--- src/rtl/ps2_scan_decoder_if.sv ---
// ---------------------------------------------------------------------------
// ps2_scan_decoder_if
//   Bundles the PS/2 line inputs and the scan-code register command outputs
//   of ps2_scan_decoder.
//   ps2_clk   : raw PS/2 clock line (asynchronous to clk)
//   ps2_data  : raw PS/2 data line (asynchronous to clk)
//   data_out  : last decoded scan byte, feeds the holding register data_in
//   tn        : register command, 00 clear / 01 load / 10 hold
//   frame_err : one-cycle pulse on framing, parity or timeout error
//   Modport slave is the decoder; modport master is the keyboard/register side.
// ---------------------------------------------------------------------------
interface ps2_scan_decoder_if;
   logic       ps2_clk;
   logic       ps2_data;
   logic [7:0] data_out;
   logic [1:0] tn;
   logic       frame_err;

   modport slave (
      input  ps2_clk,
      input  ps2_data,
      output data_out,
      output tn,
      output frame_err
   );

   modport master (
      output ps2_clk,
      output ps2_data,
      input  data_out,
      input  tn,
      input  frame_err
   );
endinterface

--- src/rtl/ps2_scan_decoder.sv ---
// ---------------------------------------------------------------------------
// ps2_scan_decoder
//   Deframes 11-bit PS/2 keyboard frames (start, 8 data LSB first, odd
//   parity, stop) and turns make/break sequences into byte + command pairs
//   for the downstream 8-bit scan-code holding register.
//   clk   : system clock, all logic on posedge
//   rst_n : synchronous active-low reset
//   bus   : ps2_scan_decoder_if.slave (ps2_clk/ps2_data in,
//           data_out/tn/frame_err out, all outputs registered)
//   TIMEOUT_CYCLES : clk cycles allowed between ps2_clk falling edges
//                    inside a frame before the frame is abandoned.
// ---------------------------------------------------------------------------
module ps2_scan_decoder #(
   parameter int TIMEOUT_CYCLES = 5000
) (
   input  logic                  clk,
   input  logic                  rst_n,
   ps2_scan_decoder_if.slave     bus
);
   localparam int CNT_W = (TIMEOUT_CYCLES > 2) ? $clog2(TIMEOUT_CYCLES) : 1;
   localparam logic [CNT_W-1:0] TO_LAST = CNT_W'(TIMEOUT_CYCLES - 1);

   localparam logic [1:0] TN_CLEAR = 2'b00;
   localparam logic [1:0] TN_LOAD  = 2'b01;
   localparam logic [1:0] TN_HOLD  = 2'b10;

   typedef enum logic [1:0] {IDLE, DATA, PARITY, STOP} state_t;

   // Synchronizers and edge detect; idle-high lines, so reset to 1
   logic ps2c_s1_q, ps2c_s2_q, ps2c_prev_q;
   logic ps2d_s1_q, ps2d_s2_q;
   logic fe;

   state_t           state_q, state_d;
   logic [2:0]       bit_cnt_q, bit_cnt_d;
   logic [7:0]       shreg_q, shreg_d;
   logic             par_q, par_d;
   logic [CNT_W-1:0] to_cnt_q, to_cnt_d;
   logic             brk_q, brk_d;
   logic [7:0]       data_q, data_d;
   logic [1:0]       tn_q, tn_d;
   logic             err_q, err_d;

   always_ff @(posedge clk) begin
      if (!rst_n) begin
         ps2c_s1_q   <= 1'b1;
         ps2c_s2_q   <= 1'b1;
         ps2c_prev_q <= 1'b1;
         ps2d_s1_q   <= 1'b1;
         ps2d_s2_q   <= 1'b1;
      end else begin
         ps2c_s1_q   <= bus.ps2_clk;
         ps2c_s2_q   <= ps2c_s1_q;
         ps2c_prev_q <= ps2c_s2_q;
         ps2d_s1_q   <= bus.ps2_data;
         ps2d_s2_q   <= ps2d_s1_q;
      end
   end

   assign fe = ps2c_prev_q & ~ps2c_s2_q;

   always_ff @(posedge clk) begin
      if (!rst_n) begin
         state_q   <= IDLE;
         bit_cnt_q <= 3'd0;
         shreg_q   <= 8'h00;
         par_q     <= 1'b0;
         to_cnt_q  <= '0;
         brk_q     <= 1'b0;
         data_q    <= 8'h00;
         tn_q      <= TN_HOLD;
         err_q     <= 1'b0;
      end else begin
         state_q   <= state_d;
         bit_cnt_q <= bit_cnt_d;
         shreg_q   <= shreg_d;
         par_q     <= par_d;
         to_cnt_q  <= to_cnt_d;
         brk_q     <= brk_d;
         data_q    <= data_d;
         tn_q      <= tn_d;
         err_q     <= err_d;
      end
   end

   always_comb begin
      state_d   = state_q;
      bit_cnt_d = bit_cnt_q;
      shreg_d   = shreg_q;
      par_d     = par_q;
      brk_d     = brk_q;
      data_d    = data_q;
      tn_d      = TN_HOLD;
      err_d     = 1'b0;
      to_cnt_d  = (state_q == IDLE) ? '0 : to_cnt_q + CNT_W'(1);

      case (state_q)
         IDLE: begin
            // A high bit on a falling edge is not a start bit; ignore it
            if (fe && !ps2d_s2_q) begin
               state_d   = DATA;
               bit_cnt_d = 3'd0;
               to_cnt_d  = '0;
            end
         end
         DATA: begin
            if (fe) begin
               shreg_d   = {ps2d_s2_q, shreg_q[7:1]};
               bit_cnt_d = bit_cnt_q + 3'd1;
               to_cnt_d  = '0;
               if (bit_cnt_q == 3'd7) state_d = PARITY;
            end
         end
         PARITY: begin
            if (fe) begin
               par_d    = ps2d_s2_q;
               to_cnt_d = '0;
               state_d  = STOP;
            end
         end
         STOP: begin
            if (fe) begin
               state_d  = IDLE;
               to_cnt_d = '0;
               if ((^{shreg_q, par_q}) && ps2d_s2_q) begin
                  case (shreg_q)
                     8'hF0: brk_d = 1'b1;
                     8'hE0: ;  // extended prefix carries no key information
                     default: begin
                        data_d = shreg_q;
                        if (brk_q) begin
                           tn_d  = TN_CLEAR;
                           brk_d = 1'b0;
                        end else begin
                           tn_d  = TN_LOAD;
                        end
                     end
                  endcase
               end else begin
                  err_d = 1'b1;
               end
            end
         end
         default: state_d = IDLE;
      endcase

      // A falling edge on the same cycle keeps the frame alive
      if (state_q != IDLE && !fe && to_cnt_q == TO_LAST) begin
         state_d   = IDLE;
         bit_cnt_d = 3'd0;
         to_cnt_d  = '0;
         err_d     = 1'b1;
      end
   end

   assign bus.data_out  = data_q;
   assign bus.tn        = tn_q;
   assign bus.frame_err = err_q;

endmodule

--- src/flat_wrapper.sv ---
// flat-port wrapper written by rule: the top's interface ports become plain ports
module ps2_scan_decoder_flat 
#(
   parameter int TIMEOUT_CYCLES = 5000
)
  (clk, rst_n, bus_ps2_clk, bus_ps2_data, bus_data_out, bus_tn, bus_frame_err);
  ps2_scan_decoder_if bus_i ();
  input  logic clk;
  input  logic rst_n;
  input wire logic [$bits(bus_i.ps2_clk)-1:0] bus_ps2_clk;
  input wire logic [$bits(bus_i.ps2_data)-1:0] bus_ps2_data;
  output wire logic [$bits(bus_i.data_out)-1:0] bus_data_out;
  output wire logic [$bits(bus_i.tn)-1:0] bus_tn;
  output wire logic [$bits(bus_i.frame_err)-1:0] bus_frame_err;
  assign bus_i.ps2_clk = bus_ps2_clk;
  assign bus_i.ps2_data = bus_ps2_data;
  assign bus_data_out = bus_i.data_out;
  assign bus_tn = bus_i.tn;
  assign bus_frame_err = bus_i.frame_err;
  ps2_scan_decoder #(.TIMEOUT_CYCLES(TIMEOUT_CYCLES)) u_core (.clk(clk), .rst_n(rst_n), .bus(bus_i));
endmodule
--- config.mk ---
export PLATFORM = sky130hd
export DESIGN_NAME = ps2_scan_decoder_flat
export DESIGN_NICKNAME = d
export VERILOG_FILES = /design/src/rtl/ps2_scan_decoder_if.sv /design/src/rtl/ps2_scan_decoder.sv /design/src/flat_wrapper.sv
export SDC_FILE = /design/constraint.sdc
export NUM_CORES = 1
export LEC_CHECK = 0
export BUFFER_PORTS_ARGS = -buffer_cell sky130_fd_sc_hd__buf_2
export CAP_MARGIN = 20
export CORE_MARGIN = 3
export CORE_UTILIZATION = 42
export DETAILED_ROUTE_END_ITERATION = 16
export PLACE_DENSITY = 0.7
export SLEW_MARGIN = 20
export SYNTH_ARGS = -nofsm -noshare
export SYNTH_HDL_FRONTEND = slang
export SYNTH_SLANG_ARGS = --single-unit
--- constraint.sdc ---
create_clock -name clk -period 2.94 [get_ports clk]
set_input_delay 0.588 -clock clk [delete_from_list [all_inputs] [get_ports clk]]
set_output_delay 0.588 -clock clk [all_outputs]
set_load 0.05 [all_outputs]
==> results.py, run 1 <==
metrics = {
    "outcome": {
        "run_status": "complete, no violations",
    },
    "global_routing": {
        "grtUsageTotal": 0.1420,
        "grt_pass1_wl_um": 6679,
        "antenna_found_initial": 0,
        "grt_max_degree": 32,
        "grt_pass1_vias": 1444,
        "grt_overflow": 0,
    },
    "floorplanning": {
        "coreArea_mm2": 0.004564,
        "ios": 15,
        "die_h_um": 76.24,
        "die_width_um": 76.24,
        "die_area_mm2": 0.005812,
        "rows": 24,
        "initial_core_util": 0.4539,
    },
    "timing": {
        "clock-skew-final_ps": 5.288,
        "max_freq_mhz": 468.3,
        "min_period_ps": 2135,
        "rsz0062_at_grt": "false",
        "finalSetupTns_ps": 0,
        "worstMarginPinSlew_ps": 495.6,
        "hold_slack_ps": 420.7,
        "min_period_over_period": 0.7262,
        "fin_ws_ps": 804.8,
        "slew_headroom": 0.6696,
        "setup_viol": 0,
        "hold_viol": 0,
        "slew_violations": 0,
    },
    "worst_setup_path": {
        "critPathKind": "flip-flop to flip-flop",
        "crit_fanout": 19,
        "critPathCaptureType": "flip-flop",
        "endpoint": "u_core.bus.data_out[5]$_SDFFE_PN0P_",
        "crit_required_ps": 3130,
        "rr_startpoint": "u_core.shreg_q[2]$_SDFFE_PN0P_",
        "rrSetupSlack_ps": 800,
        "crit_arrival_ps": 2330,
        "crit_path_start_kind": "flip-flop",
        "startpoint": "u_core.shreg_q[2]$_SDFFE_PN0P_",
        "regToRegEndpoint": "u_core.bus.data_out[5]$_SDFFE_PN0P_",
        "r2r_cells": 5,
    },
    "logic_synthesis": {
        "syn_avg_cell_area_um2": 9.128,
        "synth.top_cells.by_area": "dfxtp_1, mux2i_1, nand2_1, ha_1, nor2_1",
        "yosysTopAreaCellShare": 0.4251,
        "yosysMostFrequentCell": "dfxtp_1",
        "synth_cell_types": 44,
        "yosys_warnings": 0,
        "syn-num-nets": 238,
        "synthArstFlopShare": 0,
        "yosys.area.top_type": "dfxtp_1",
        "ys_seq_area_frac": 0.4251,
        "synth_enable_flop_cells": 0,
        "synth_flop_cell": "dfxtp_1",
        "netlist_instances": 227,
        "synth_common_cells": "dfxtp_1, nand2_1, nor2_1, mux2i_1, nor2b_1",
        "syn_area_mm2": 0.002072,
        "ys_ff_latch": 44,
    },
    "clock_network": {
        "numCtsBuffers": 5,
        "cts_resized": 0,
        "cts_setup_buffers": 0,
        "hold_buffers": 0,
        "clock_tree.buffer_depth": 2,
        "clkTransAtPathRegs_ps": 80,
        "htreeDepth": 2,
        "clk_latency_ps": 300,
        "cts-root-buf": "clkbuf_8",
        "cts.sinks": 44,
        "tritoncts": "built",
    },
    "route": {
        "drtIter0Drc": 137,
        "vias": 1554,
        "remaining_drc_errors": 0,
        "routed.top_layer": "met4",
        "avgRoutedWirePerCell_um": 12.30,
        "met1Wirelength_um": 1981,
        "route.antenna.remaining_nets": 0,
        "dr_wl_met3_um": 162,
        "drt-total-wl_um": 3750,
        "dr_wl_met2_um": 1521,
        "first_pass_iters": 4,
        "vias_per_cell": 5.095,
    },
    "layout": {
        "fin_util": 0.5025,
        "fin_nets": 250,
        "antenna_cells": 0,
        "drive_gt1_frac": 0.1083,
        "fin_area_mm2": 0.002293,
        "layout.cells.non_filler": 305,
        "syn_to_final_growth_pct": 10.69,
    },
    "pwr": {
        "power_mw": 1.170,
        "ir_drop_mv": 0.3692,
        "p_leak_nw": 0.8813,
        "power_density_mw_per_mm2": 509.9,
    },
    "place": {
        "gp_congestion": 0.8318,
        "io_buffers": 14,
        "post-place-ws_ps": 820.7,
        "dp_cells": 297,
        "dp_hpwl_um": 2559,
        "placed_cell_area_mm2": 0.002196,
    },
    "worst_hold_path": {
        "hold_path.class": "flip-flop to flip-flop",
    },
    "job": {
        "max_cap_viol_count": 0,
    },
}
==> cells in the final DEF, fill, tap and decap left out, types with 2 or more instances in the layout <==
cell        Yosys  layout
a211oi_1        2       2
a21oi_1         5       5
a22o_1          5       5
a22oi_1         7       7
a31oi_1         2       2
a41o_1          2       2
and3_1          2       2
buf_2           1      14
buf_4           0       2
clkbuf_8        0       6
clkinvlp_4      0       2
dfxtp_1        44      44
ha_1            7       7
inv_1           4       4
mux2i_1        12      12
nand2_1        24      24
nand2b_1        8       8
nand3_1        10      10
nand4b_1        2       2
nor2_1         21      21
nor2b_1        11      11
nor3_1          4       4
nor4b_1         2       2
o21ai_0         3       3
o22ai_1         5       5
or3_1           2       2
xnor2_1         8       8
xor2_1          6       6
==> layer usage <==
layer | vias to the layer above | global-route usage
li1 | 817 | -
met1 | 704 | 0.1934
met2 | 25 | 0.2021
met3 | 8 | 0.04137
met4 | 0 | 0.07428
met5 | - | 0
==> state kept, by name, summed over array words and instances, names as in the netlist <==
signal,cells
u_core.bus.data_out,8
u_core.ps2c_s1_q,1
u_core.brk_q,1
u_core.to_cnt_q,13
u_core.ps2d_s1_q,1
u_core.shreg_q,8
u_core.bus.tn,2
u_core.ps2c_prev_q,1
u_core.ps2d_s2_q,1
u_core.bit_cnt_q,3
u_core.bus.frame_err,1
u_core.ps2c_s2_q,1
u_core.par_q,1
u_core.state_q,2
==> worst min path at each step <==
stage | startpoint | end | slack, ps | depth (start not counted)
floorplan | u_core.ps2c_s1_q$_SDFF_PN1_ | u_core.ps2c_s2_q$_SDFF_PN1_ | 390 | 1
global placement | u_core.ps2c_s1_q$_SDFF_PN1_ | u_core.ps2c_s2_q$_SDFF_PN1_ | 390 | 1
detailed placement | u_core.ps2d_s1_q$_SDFF_PN1_ | u_core.ps2d_s2_q$_SDFF_PN1_ | 400 | 1
CTS | u_core.ps2c_s1_q$_SDFF_PN1_ | u_core.ps2c_s2_q$_SDFF_PN1_ | 430 | 1
global route | u_core.ps2c_s1_q$_SDFF_PN1_ | u_core.ps2c_s2_q$_SDFF_PN1_ | 450 | 1
finish | u_core.ps2c_s1_q$_SDFF_PN1_ | u_core.ps2c_s2_q$_SDFF_PN1_ | 420 | 1
==> area by class of cell <==
| type | instances | area, um^2 |
|---|---|---|
| clock buffers | 6 | 82.58 |
| clock inverters | 2 | 15.01 |
| fillers | 466 | 2271 |
| inverters | 4 | 15.01 |
| multi-input cells | 168 | 1134 |
| flip-flops and latches | 44 | 880.8 |
| well taps | 65 | 81.33 |
| repair buffers | 16 | 85.08 |
==> logic make-up after synthesis <==
kind of cell / synth area share
buffers and inverters: 0.02778
adder cells (fa/ha/maj): 0.04227
AND/OR/NAND/NOR: 0.2325
flip-flops: 0.4251
AO/OA/AOI/OAI: 0.1328
XOR/XNOR: 0.08152
multiplexers: 0.05797
==> worst max-delay path: stages (launching register included) <==
cell and delay [ps]:
dfxtp_1 420, xnor3_1 430, xnor3_2 400, nor2b_1 200, o31a_1 330, a22o_1 260
==> report_power, final <==
group          leakage, nW  internal [mW]  total [mW]  switching, mW
Combinational        0.482         0.0521       0.146         0.0941
Sequential           0.356          0.612       0.626         0.0145
Clock               0.0434          0.190       0.397          0.207
Total                0.881          0.854        1.17          0.316
Note: power is estimated with default switching activity, not from simulation.
==> inputs of run 2 (changes only) <==
clock period = 2 ns   (was 2.94 ns; I/O delays follow)
==> results.py, run 2 (same netlist as run 1, synthesis figures left out) <==
metrics = {
    "worst_hold_path": {
        "hold-path-endpoint": "u_core.ps2d_s1_q$_SDFF_PN1_",
        "min_from": "bus_ps2_data",
        "hold_depth": 2,
        "hold_path.class": "input pin to flip-flop",
    },
    "worst_setup_path": {
        "path_cells": "xnor3_1 -> xnor3_2 -> nor2b_1 -> o31a_1 -> a22o_1",
        "crit_required_ps": 2200,
        "rrSetupSlack_ps": 130,
        "critPathTopFamily": "XOR/XNOR gates",
        "crit_buf_inv": 0,
        "rr_startpoint": "u_core.shreg_q[2]$_SDFFE_PN0P_",
        "critical-path-max-stage-delay_ps": 410,
        "critPathKind": "flip-flop to flip-flop",
        "crit_path_start_kind": "flip-flop",
        "crit_fanout": 6,
        "worst_path_max_delay_cell": "xnor3_1",
        "critPathCaptureType": "flip-flop",
        "r2r_cells": 5,
        "crit_arrival_ps": 2070,
        "regToRegEndpoint": "u_core.bus.data_out[5]$_SDFFE_PN0P_",
    },
    "clock_network": {
        "cts.sinks": 44,
        "tritoncts": "built",
        "clock_tree.buffer_depth": 2,
        "cts_setup_buffers": 0,
        "clkTransAtPathRegs_ps": 80,
        "hold_buffers": 0,
        "numCtsBuffers": 5,
        "htreeDepth": 2,
        "clk_latency_ps": 300,
        "cts-root-buf": "clkbuf_8",
    },
    "route": {
        "avgRoutedWirePerCell_um": 12.27,
        "vias": 1620,
        "first_pass_iters": 4,
        "vias_per_cell": 5.192,
        "remaining_drc_errors": 0,
        "drtIter0Drc": 121,
        "route.antenna.remaining_nets": 0,
        "drt-total-wl_um": 3827,
    },
    "outcome": {
        "run_status": "complete, no violations",
    },
    "global_routing": {
        "grt_max_degree": 29,
        "grt_pass1_wl_um": 7169,
        "grt_pass1_vias": 1577,
        "grtUsageTotal": 0.1474,
        "grt_overflow": 0,
        "antenna_found_initial": 0,
    },
    "layout": {
        "regMostFlops": "u_core.to_cnt_q",
        "layout_common_cells": "dfxtp_1, nand2_1, nor2_1",
        "antenna_cells": 0,
        "fin_nets": 258,
        "layout_commonest_cell": "dfxtp_1",
        "syn_to_final_growth_pct": 12.92,
        "largest_reg_flops": 13,
        "drive_gt1_frac": 0.1377,
    },
    "floorplanning": {
        "die_width_um": 76.24,
        "die_area_mm2": 0.005812,
        "coreArea_mm2": 0.004564,
        "rows": 24,
        "ios": 15,
        "initial_core_util": 0.4539,
        "die_h_um": 76.24,
    },
    "pwr": {
        "power_mw": 1.667,
        "power_density_mw_per_mm2": 712.6,
        "ir_drop_mv": 0.3433,
        "p_leak_nw": 0.9209,
    },
    "timing": {
        "rsz0062_at_grt": "false",
        "clock-skew-final_ps": 8.043,
        "max_freq_mhz": 535.2,
        "hold_viol": 0,
        "setup_viol": 0,
        "min_period_over_period": 0.9343,
        "min_period_ps": 1869,
        "slew_headroom": 0.5354,
        "slew_violations": 0,
        "finalSetupTns_ps": 0,
        "worstMarginPinSlew_ps": 691.9,
    },
    "place": {
        "io_buffers": 14,
        "dp_hpwl_um": 2761,
        "gp_congestion": 0.8958,
    },
    "job": {
        "max_cap_viol_count": 0,
    },
}
run 2: timing repair:
item                                    in CTS  in global routing
endpoints found under the setup margin       0                  5
resized for setup                            0                  1
endpoints found under the hold margin        0                  0
run 2: area by class of cell:
cell class	instances	area, um^2
flip-flops and latches	44	880.8
repair buffers	24	145.1
clock inverters	2	12.51
clock buffers	5	68.82
multi-input cells	168	1136
inverters	4	15.01
fillers	435	2225
well taps	65	81.33
run 2: report_power, final:
| group | switching (mW) | internal (mW) | leakage [nW] | total [mW] |
|---|---|---|---|---|
| sequential | 0.0198 | 0.899 | 0.356 | 0.919 |
| clock | 0.293 | 0.236 | 0.0400 | 0.529 |
| combinational | 0.139 | 0.0802 | 0.525 | 0.219 |
| total | 0.452 | 1.22 | 0.921 | 1.67 |
run 2: worst max path at each step:
stage | start | to | cells past startpoint
after floorplan | u_core.shreg_q[2]$_SDFFE_PN0P_ | u_core.bus.data_out[2]$_SDFFE_PN0P_ | 5
after global placement | u_core.shreg_q[2]$_SDFFE_PN0P_ | u_core.bus.data_out[7]$_SDFFE_PN0P_ | 5
after detailed placement | u_core.shreg_q[2]$_SDFFE_PN0P_ | u_core.bus.data_out[5]$_SDFFE_PN0P_ | 5
after CTS | u_core.shreg_q[2]$_SDFFE_PN0P_ | u_core.bus.data_out[5]$_SDFFE_PN0P_ | 5
after global routing | u_core.shreg_q[2]$_SDFFE_PN0P_ | u_core.bus.data_out[4]$_SDFFE_PN0P_ | 5
final | u_core.shreg_q[2]$_SDFFE_PN0P_ | u_core.bus.data_out[5]$_SDFFE_PN0P_ | 5
run 2: routing by layer:
metal  track usage  routed length, um  vias to the layer above
met4       0.05072                 46                        0
met2        0.2118               1603                       29
met1        0.2038               1979                      747
met5             0                  0                        -
li1              -                  -                      836
met3       0.05201                198                        8
run 2: through the flow:
step	cells	area (um^2)	setup WS [ps]	hold slack, ps	util
final	312	2340	131.5	278.1	0.5126
after global routing	312	2340	11.65	274.2	0.5126
after CTS	312	2337	102.1	273.3	0.5121
after detailed placement	305	2256	109.1	406.6	0.4942
after global placement	305	2256	139.9	397.4	0.4942
after floorplan	227	2072	106.9	386.3	-
==> inputs of run 3 (changes only) <==
CORE_UTILIZATION = 59   (was 42)
PLACE_DENSITY = 0.89   (was 0.7)
==> results.py, run 3 (same netlist as run 1, synthesis figures left out) <==
metrics = {
    "place": {
        "dp_hpwl_um": 2696,
        "io_buffers": 14,
        "gp_congestion": 0.8231,
        "post-place-ws_ps": 84.88,
        "placed_cell_area_mm2": 0.002222,
    },
    "global_routing": {
        "grt_max_degree": 20,
        "grt_overflow": 0,
        "grt_pass1_wl_um": 6844,
        "grt_pass1_vias": 1591,
        "grtUsageTotal": 0.2026,
        "antenna_found_initial": 0,
    },
    "worst_setup_path": {
        "worst_path_max_delay_cell": "xnor3_1",
        "regToRegEndpoint": "u_core.bus.data_out[4]$_SDFFE_PN0P_",
        "critPathTopFamily": "XOR/XNOR gates",
        "rrSetupSlack_ps": 140,
        "crit_required_ps": 2300,
        "critical-path-max-stage-delay_ps": 400,
        "crit_buf_inv": 1,
        "critPathCaptureType": "flip-flop",
        "critPathKind": "flip-flop to flip-flop",
        "r2r_cells": 6,
        "rr_startpoint": "u_core.shreg_q[2]$_SDFFE_PN0P_",
        "crit_path_start_kind": "flip-flop",
        "crit_arrival_ps": 2150,
        "path_cells": "xnor3_1 -> xnor3_2 -> buf_4 -> nand3_1 -> a21oi_4 -> mux2i_1",
        "crit_fanout": 15,
    },
    "pwr": {
        "p_comb_frac": 0.147,
        "power_density_mw_per_mm2": 680.0,
        "power_mw": 1.556,
        "pwr-share-clk": 0.261,
        "sw_frac_of_total": 0.2840,
        "ir_drop_mv": 0.4437,
        "power.switching_mw": 0.4418,
        "p_leak_nw": 0.9023,
        "seqPwrFrac": 0.592,
        "internal_power_mw": 1.114,
    },
    "timing": {
        "max_freq_mhz": 538.2,
        "setup_viol": 0,
        "fin_ws_ps": 141.8,
        "slew_headroom": 0.6476,
        "min_period_ps": 1858,
        "hold_slack_ps": 218.7,
        "rsz0062_at_grt": "true",
        "worstMarginPinSlew_ps": 524.9,
        "slew_violations": 0,
        "clock-skew-final_ps": 9.563,
        "hold_viol": 0,
        "min_period_over_period": 0.9291,
    },
    "layout": {
        "largest_reg_flops": 13,
        "regMostFlops": "u_core.to_cnt_q",
        "syn_to_final_growth_pct": 10.45,
        "fin_area_mm2": 0.002288,
        "antenna_cells": 0,
        "layout_commonest_cell": "dfxtp_1",
        "drive_gt1_frac": 0.1463,
        "layout_common_cells": "dfxtp_1, nand2_1, nor2_1",
        "fin_nets": 257,
        "n_fill_cell": 253,
    },
    "route": {
        "route.antenna.remaining_nets": 0,
        "remaining_drc_errors": 0,
        "avgRoutedWirePerCell_um": 12.98,
        "drt-total-wl_um": 3764,
        "first_pass_iters": 4,
        "drtIter0Drc": 169,
        "vias": 1617,
        "vias_per_cell": 5.576,
    },
    "worst_hold_path": {
        "hold_path.class": "input pin to flip-flop",
        "hold-path-endpoint": "u_core.ps2d_s1_q$_SDFF_PN1_",
        "hold_depth": 2,
        "min_from": "bus_ps2_data",
    },
    "clock_network": {
        "cts_setup_buffers": 0,
        "cts.sinks": 44,
        "clock_tree.buffer_depth": 2,
        "clk_latency_ps": 350,
        "htreeDepth": 2,
        "cts-root-buf": "clkbuf_4",
        "clkTransAtPathRegs_ps": 120,
        "tritoncts": "built",
        "cts_resized": 0,
        "hold_buffers": 0,
        "numCtsBuffers": 5,
    },
    "job": {
        "max_cap_viol_count": 0,
    },
    "floorplanning": {
        "initial_core_util": 0.6469,
        "die_width_um": 65.26,
        "die_h_um": 65.26,
        "coreArea_mm2": 0.003203,
        "die_area_mm2": 0.004259,
        "rows": 20,
        "ios": 15,
    },
    "outcome": {
        "run_status": "complete, no violations",
    },
}
==> run 3: layer usage <==
metal / track usage / share of wire / vias up
met2: 0.3375 / 0.46 / 28
met3: 0.04957 / 0.037 / 7
met4: 0.06995 / 0.014 / 0
met1: 0.2545 / 0.49 / 747
met5: 0 / 0 / -
li1: - / - / 835
==> run 3: power groups by stage <==
stage / Combinational [mW] / Clock (mW) / Sequential [mW]
4_1_cts: 0.230 / 0.418 / 0.921
5_1_grt: 0.262 / 0.446 / 0.924
2_1_floorplan: 0.167 / 0 / 0.945
6_report: 0.228 / 0.407 / 0.921
3_5_place_dp: 0.229 / 0 / 0.941
3_3_place_gp: 0.223 / 0 / 0.939
==> run 3: how the worst max path moves through the flow <==
| stage | endpoint | startpoint | slack [ps] | depth (start not counted) |
|---|---|---|---|---|
| after floorplan | u_core.bus.data_out[2]$_SDFFE_PN0P_ | u_core.shreg_q[2]$_SDFFE_PN0P_ | 110 | 5 |
| after global placement | u_core.bus.data_out[5]$_SDFFE_PN0P_ | u_core.shreg_q[5]$_SDFFE_PN0P_ | 140 | 5 |
| after detailed placement | u_core.bus.data_out[4]$_SDFFE_PN0P_ | u_core.shreg_q[2]$_SDFFE_PN0P_ | 80 | 6 |
| after CTS | u_core.bus.data_out[4]$_SDFFE_PN0P_ | u_core.shreg_q[2]$_SDFFE_PN0P_ | 60 | 6 |
| after global routing | u_core.bus.data_out[4]$_SDFFE_PN0P_ | u_core.shreg_q[2]$_SDFFE_PN0P_ | -5 | 6 |
| final | u_core.bus.data_out[4]$_SDFFE_PN0P_ | u_core.shreg_q[2]$_SDFFE_PN0P_ | 140 | 6 |
==> run 3: worst register-to-register path, cell delays in order, from the launching register on <==
cell     delay [ps]
dfxtp_1         350
xnor3_1         400
xnor3_2         280
buf_4           220
nand3_1         140
a21oi_4         220
mux2i_1         190
==> run 3: through the flow <==
stage | setup TNS (ps) | utilization | std cells
5_1_grt | -5.346 | 0.7145 | 290
6_report | 0 | 0.7145 | 290
3_3_place_gp | 0 | 0.6938 | 283
3_5_place_dp | 0 | 0.6938 | 283
4_1_cts | 0 | 0.7094 | 290
2_1_floorplan | 0 | - | 227
==> run 3: cell type report <==
class / count / area, um^2 / share of cell area
flip-flops and latches: 44 / 883.3 / 0.3860
multi-input cells: 168 / 1147 / 0.5014
clock inverters: 2 / 12.51 / 0.005467
clock buffers: 5 / 37.54 / 0.01640
repair buffers: 23 / 137.6 / 0.06014
inverters: 4 / 15.01 / 0.006561
well taps: 44 / 55.05 / 0.02406
